===== src/rtl/perf_counter_bank_if.sv =====
// rtl/perf_counter_bank_if.sv - control, event and readout bundle for perf_counter_bank
// The master drives events and controls; the slave (the counter bank) returns readout and status.
interface perf_counter_bank_if #(
  parameter int NUM_CH = 5,
  parameter int CNT_W  = 32,
  parameter int SEL_W  = $clog2(NUM_CH + 1)
);
  logic              en;
  logic [NUM_CH-1:0] evt;
  logic              halt;
  logic              clear;
  logic              snap;
  logic [SEL_W-1:0]  rd_sel;
  logic [CNT_W-1:0]  rd_data;
  logic [NUM_CH:0]   ovf;
  logic              frozen;

  modport master (
    output en, evt, halt, clear, snap, rd_sel,
    input  rd_data, ovf, frozen
  );

  modport slave (
    input  en, evt, halt, clear, snap, rd_sel,
    output rd_data, ovf, frozen
  );
endinterface


===== src/rtl/perf_counter_bank.sv =====
// rtl/perf_counter_bank.sv - N event counters plus a cycle counter with halt freeze and shadow readout
// Index NUM_CH of every per-counter array is the free-running cycle counter.
module perf_counter_bank #(
  parameter int NUM_CH   = 5,
  parameter int CNT_W    = 32,
  parameter int SATURATE = 0,
  parameter int SEL_W    = $clog2(NUM_CH + 1)
) (
  input  logic                i_clk,
  input  logic                i_rst,
  perf_counter_bank_if.slave  bus
);

  typedef enum logic {
    ST_RUN    = 1'b0,
    ST_FROZEN = 1'b1
  } state_t;

  state_t           r_state;
  state_t           w_state_nxt;
  logic             w_count_en;
  logic             w_frozen;
  logic [NUM_CH:0]  w_inc;
  logic [CNT_W-1:0] r_cnt    [NUM_CH+1];
  logic [CNT_W-1:0] r_shadow [NUM_CH+1];
  logic [NUM_CH:0]  r_ovf;
  logic [CNT_W-1:0] w_rd_data;

  always_ff @(posedge i_clk) begin
    if (i_rst) begin
      r_state <= ST_RUN;
    end else begin
      r_state <= w_state_nxt;
    end
  end

  // clear wins over halt and discards that cycle's increments
  always_comb begin
    w_state_nxt = r_state;
    w_count_en  = 1'b0;
    w_frozen    = (r_state == ST_FROZEN);
    if (bus.clear) begin
      w_state_nxt = ST_RUN;
    end else if ((r_state == ST_RUN) && bus.en) begin
      w_count_en = 1'b1;
      if (bus.halt) begin
        w_state_nxt = ST_FROZEN;
      end
    end
  end

  assign w_inc = {1'b1, bus.evt} & {(NUM_CH + 1){w_count_en}};

  always_ff @(posedge i_clk) begin
    if (i_rst) begin
      for (int i = 0; i <= NUM_CH; i++) begin
        r_cnt[i]    <= '0;
        r_shadow[i] <= '0;
      end
      r_ovf <= '0;
    end else begin
      for (int i = 0; i <= NUM_CH; i++) begin
        if (bus.snap) begin
          r_shadow[i] <= r_cnt[i];
        end
        if (bus.clear) begin
          r_cnt[i] <= '0;
          r_ovf[i] <= 1'b0;
        end else if (w_inc[i]) begin
          if (&r_cnt[i]) begin
            r_ovf[i] <= 1'b1;
            if (SATURATE == 0) begin
              r_cnt[i] <= '0;
            end
          end else begin
            r_cnt[i] <= r_cnt[i] + CNT_W'(1);
          end
        end
      end
    end
  end

  // selects beyond the cycle counter read as zero
  always_comb begin
    w_rd_data = '0;
    for (int i = 0; i <= NUM_CH; i++) begin
      if (bus.rd_sel == SEL_W'(i)) begin
        w_rd_data = r_shadow[i];
      end
    end
  end

  assign bus.rd_data = w_rd_data;
  assign bus.ovf     = r_ovf;
  assign bus.frozen  = w_frozen;

endmodule

===== src/flat_wrapper.sv =====
// flat-port wrapper written by rule: the top's interface ports become plain ports
module perf_counter_bank_flat 
#(
  parameter int NUM_CH   = 5,
  parameter int CNT_W    = 32,
  parameter int SATURATE = 0,
  parameter int SEL_W    = $clog2(NUM_CH + 1)
)
  (i_clk, i_rst, bus_en, bus_evt, bus_halt, bus_clear, bus_snap, bus_rd_sel, bus_rd_data, bus_ovf, bus_frozen);
  perf_counter_bank_if #(.NUM_CH(NUM_CH), .CNT_W(CNT_W), .SEL_W(SEL_W)) bus_i ();
  input  logic i_clk;
  input  logic i_rst;
  input wire logic [$bits(bus_i.en)-1:0] bus_en;
  input wire logic [$bits(bus_i.evt)-1:0] bus_evt;
  input wire logic [$bits(bus_i.halt)-1:0] bus_halt;
  input wire logic [$bits(bus_i.clear)-1:0] bus_clear;
  input wire logic [$bits(bus_i.snap)-1:0] bus_snap;
  input wire logic [$bits(bus_i.rd_sel)-1:0] bus_rd_sel;
  output wire logic [$bits(bus_i.rd_data)-1:0] bus_rd_data;
  output wire logic [$bits(bus_i.ovf)-1:0] bus_ovf;
  output wire logic [$bits(bus_i.frozen)-1:0] bus_frozen;
  assign bus_i.en = bus_en;
  assign bus_i.evt = bus_evt;
  assign bus_i.halt = bus_halt;
  assign bus_i.clear = bus_clear;
  assign bus_i.snap = bus_snap;
  assign bus_i.rd_sel = bus_rd_sel;
  assign bus_rd_data = bus_i.rd_data;
  assign bus_ovf = bus_i.ovf;
  assign bus_frozen = bus_i.frozen;
  perf_counter_bank #(.NUM_CH(NUM_CH), .CNT_W(CNT_W), .SATURATE(SATURATE), .SEL_W(SEL_W)) u_core (.i_clk(i_clk), .i_rst(i_rst), .bus(bus_i));
endmodule

===== config.mk =====
export PLATFORM = sky130hd
export DESIGN_NAME = perf_counter_bank_flat
export DESIGN_NICKNAME = d
export VERILOG_FILES = /design/src/rtl/perf_counter_bank_if.sv /design/src/rtl/perf_counter_bank.sv /design/src/flat_wrapper.sv
export SDC_FILE = /design/constraint.sdc
export NUM_CORES = 1
export LEC_CHECK = 0
export CORE_MARGIN = 2
export CORE_UTILIZATION = 53
export CTS_CLUSTER_DIAMETER = 200
export CTS_CLUSTER_SIZE = 30
export DETAILED_ROUTE_END_ITERATION = 6
export PLACE_DENSITY = 0.7
export SYNTH_ARGS = -nofsm -noshare
export SYNTH_HDL_FRONTEND = slang
export SYNTH_SLANG_ARGS = --single-unit

===== constraint.sdc =====
create_clock -name i_clk -period 5.1 [get_ports i_clk]
set_input_delay 1.02 -clock i_clk [delete_from_list [all_inputs] [get_ports i_clk]]
set_output_delay 1.02 -clock i_clk [all_outputs]
set_load 0.05 [all_outputs]

==> summary.md <==
| Metric | Value |
|---|---|
| Seq pwr share | around 64% |
| Ys flop type | edfxtp_1 |
| Final #Nets | between 1500 and 2000 |
| Setup_tns | 0 ps |
| Root buffer cell | clkbuf_16 |
| Nature of the critical path startpoint | primary input |
| RSZ-0062 raised after global routing | false |
| Worst-Skew Late Latency | 530 ps |
| Critical path class | in -> out |
| CP Capture Type | output port |
| Post-Route WL | 45.75 mm |
| CTS Buffer Depth | 3 |
| Setup WS pre-CTS | 986.8 ps |
| Fin cells | a little over 2000 |
| Max H-tree Level | 1 |
| Synth warn | 0 |
| Vias in the first global route | 11533 |
| TritonCTS clock tree | done |
| Internal | ~4.6 mW |
| Measured slew at the worst slew-check pin | 1286 ps |
| Hpwl dp | 32.47 mm |
| Worst r2r src | u_core.r_cnt[5][0] |
| Io pins | 53 |
| Outcome | finished, final reports clean |
| Hold-fix buffers, CTS | 0 |
| Post-synth EDFFs | 384 |
| Die width | 193.9 um |
| Worst hold margin | 480.0 ps |
| Total Routing Usage GR | approximately a quarter |
| Share of layout cells above drive strength 1 | 7.626% |
| Gpl congestion | about 0.9 |
| Clk sinks | 391 |
| CTS resizes | 0 |
| Clock Pin Slew Worst Setup and Hold Paths | 110 ps |
| Initial antenna violation count | 1 |
| Drt first pass iters | 6 |
| Post-route clock skew | approximately 47 ps |
| Final Hold Vio Count | 0 |
| Worst Setup SP | bus_rd_sel[1] |
| Worst Hold Class | reg -> reg |
| Initial Util | 53.71% |
| Leakage | 7.361 nW |
| Synthesized area per cell | 12.13 um^2 |
| DRC | 0 |
| Post-CTS Setup Bufs | 0 |
| Placed cells | 2046 |
| Worst reg2reg endpoint | u_core.r_cnt[5][4] |
| FP Rows | 69 |
| Synthesized cell area | 19100 um^2 |
| Cell taking the most area after synthesis | edfxtp_1 |
| Vias | 12381 |
| Most frequent cells in the layout | edfxtp_1 (384), nor2_1 (232), and2_1 (194), xor2_1 (128), nand2_1 (85) |
| Crit path to | bus_rd_data[17] |
| Worst R2R Setup Slack | 1720 ps |
| Synth top area share | 60.36% |
| Worst r2r path cells | 6 |
| Required time worst endpoint | 4080 ps |
| Synth top area cells | edfxtp_1 (60%), and2_1 (6.4%), xor2_1 (5.9%), nor2_1 (4.6%), mux2i_1 (2.4%) |
| CP arrival | 3130 ps |
| Die area | 37580 um^2 |
| GRT overflow | 0 |
| Max_cap viols | 0 |
| Routed wire per std cell | roughly 22 um |
| Final Critical Period | 4146 ps |
| Post-synthesis cell type count | 60 |
| Slew HR | 13.58% |
| Async S/R FF share, synth | 0% |
| Comb pwr share | 9.0% |
| Net switching fraction of the power | 24.25% |
| Achievable Freq | 241.2 MHz |
| PwrDens | 287.6 nW/um^2 |
| Net Switching | 1.463 mW |
| Core Box Area | 35570 um^2 |
| Peak VDD IR | 0.2317 mV |
| Post-Syn Nets | 1595 |
| Final setup fails | 0 |
| Crit Path Max Fanout | 22 |
| Most common cell after layout, fill and taps aside | edfxtp_1 |
| Seq cells post-synth | 391 |
| First-pass GRT wire length | about 70 mm |
| Die H | 193.9 um |
| Clock group share of total power | 27.0% |
| Area Growth Syn to Fin | 9.759% |
| Number of CTS-inserted buffers | 17 |
| Final Max Slew Viols | 0 |
| Syn Inst Count | 1575 |
| Post-synthesis sequential area ratio | 61.09% |
| Fillers | 2819 |
| Vias/cell | 5.964 |
| Largest net degree at the start of global routing | 126 |
| Post-route ant nets | 0 |
| Port Buffer Count | 52 |
| Final period utilization | 81.29% |
| Worst setup margin | 954.2 ps |
| Initial DRC count | 1429 |
[metrics by stage]
stage / utilization (%) / area (um^2) / total power [mW]
after global placement: 57.55 / 20470 / 4.461
final: 58.95 / 20970 / 6.031
after detailed placement: 57.55 / 20470 / 4.472
after CTS: 58.94 / 20960 / 6.060
after floorplan: - / 19100 / 4.200
after global routing: 58.94 / 20960 / 6.208
[Yosys cell counts (2+ instances only)]
master and count:
mux2i_1 45, nor4_2 3, o22ai_1 18, nand2b_1 2, nand4_1 66, and4_1 16
nor3b_1 2, nor3_1 16, xnor2_1 43, or2_2 6, or4_1 2, nor4_1 8
buf_2 11, inv_1 34, a31o_2 3, a21oi_1 21, or3_1 6, nand3_1 79
xor2_1 128, and2_1 194, buf_1 4, edfxtp_1 384, nor2_1 232, ha_1 6
clkbuf_1 47, buf_4 3, mux4_2 19, dfxtp_1 7, o41ai_1 2, o21a_1 5
o211ai_1 2, o221ai_1 13, o21ai_0 5, nor4_4 3, nand3b_1 2, nand2_1 85
and3_1 30
[cells by family (layout without fill, tap and decap cells)]
logic type      after synthesis  after routing  share of synthesized area, %
simple gates                766            766                         21.17
flops                       391            391                         61.09
xor+xnor                    171            171                         7.839
buf+inv                     100            138                         2.135
compound gates               76             76                         2.711
mux                          65             65                         4.656
fa+ha+maj                     6              6                        0.3929
other cells                   0              2                             0
[power groups by stage]
stage / sequential (mW) / clock, mW / combinational (mW)
2_1_floorplan: 3.86 / 0 / 0.336
4_1_cts: 3.86 / 1.66 / 0.545
6_report: 3.86 / 1.63 / 0.542
3_3_place_gp: 3.92 / 0 / 0.538
5_1_grt: 3.88 / 1.75 / 0.576
3_5_place_dp: 3.93 / 0 / 0.543
[critical path, stage by stage]
cell	delay, ps
clkdlybuf4s50_1	530
buf_4	330
nand2b_1	470
buf_4	330
o221ai_1	230
buf_12	210
[worst min path at each step]
| stage | startpoint | to | slack, ps | cells past startpoint |
|---|---|---|---|---|
| 3_5_place_dp | u_core.bus.ovf[5] | u_core.bus.ovf[5] | 450 | 1 |
| 3_3_place_gp | u_core.bus.ovf[5] | u_core.bus.ovf[5] | 450 | 1 |
| 4_1_cts | u_core.bus.ovf[5] | u_core.bus.ovf[5] | 480 | 1 |
| 2_1_floorplan | u_core.r_cnt[3][31] | u_core.r_shadow[0][127] | 520 | 1 |
| 5_1_grt | u_core.bus.ovf[5] | u_core.bus.ovf[5] | 500 | 1 |
| 6_report | u_core.bus.ovf[5] | u_core.bus.ovf[5] | 480 | 1 |
[registers in the layout, summed over array words and instances, names as in the netlist]
register	cells
u_core.r_cnt	192
u_core.r_shadow	192
u_core.bus.ovf	6
u_core.bus.frozen	1
[metal layers]
| metal | share of wire [%] | routed length (um) | vias up | global-route usage [%] |
|---|---|---|---|---|
| li1 | - | - | 5700 | - |
| met1 | 43 | 19890 | 6147 | 35.89 |
| met2 | 45 | 20670 | 474 | 36.22 |
| met3 | 8.2 | 3774 | 60 | 3.653 |
| met4 | 3.1 | 1424 | 0 | 7.744 |
| met5 | 0 | 0 | - | 0 |
[area by class of cell]
| type | instances | area, um^2 | share of cell area [%] |
|---|---|---|---|
| Clock buffer | 27 | 462.9 | 2.208 |
| Inverter | 34 | 127.6 | 0.6086 |
| Sequential cell | 391 | 11670 | 55.66 |
| Timing Repair Buffer | 76 | 1046 | 4.988 |
| Clock inverter | 1 | 30.03 | 0.1432 |
| Antenna cell | 2 | 5.005 | 0.02387 |
| Tap cell | 461 | 576.8 | 2.751 |
| Multi-Input combinational cell | 1084 | 7049 | 33.62 |
Note: power is estimated with default switching activity, not from simulation.
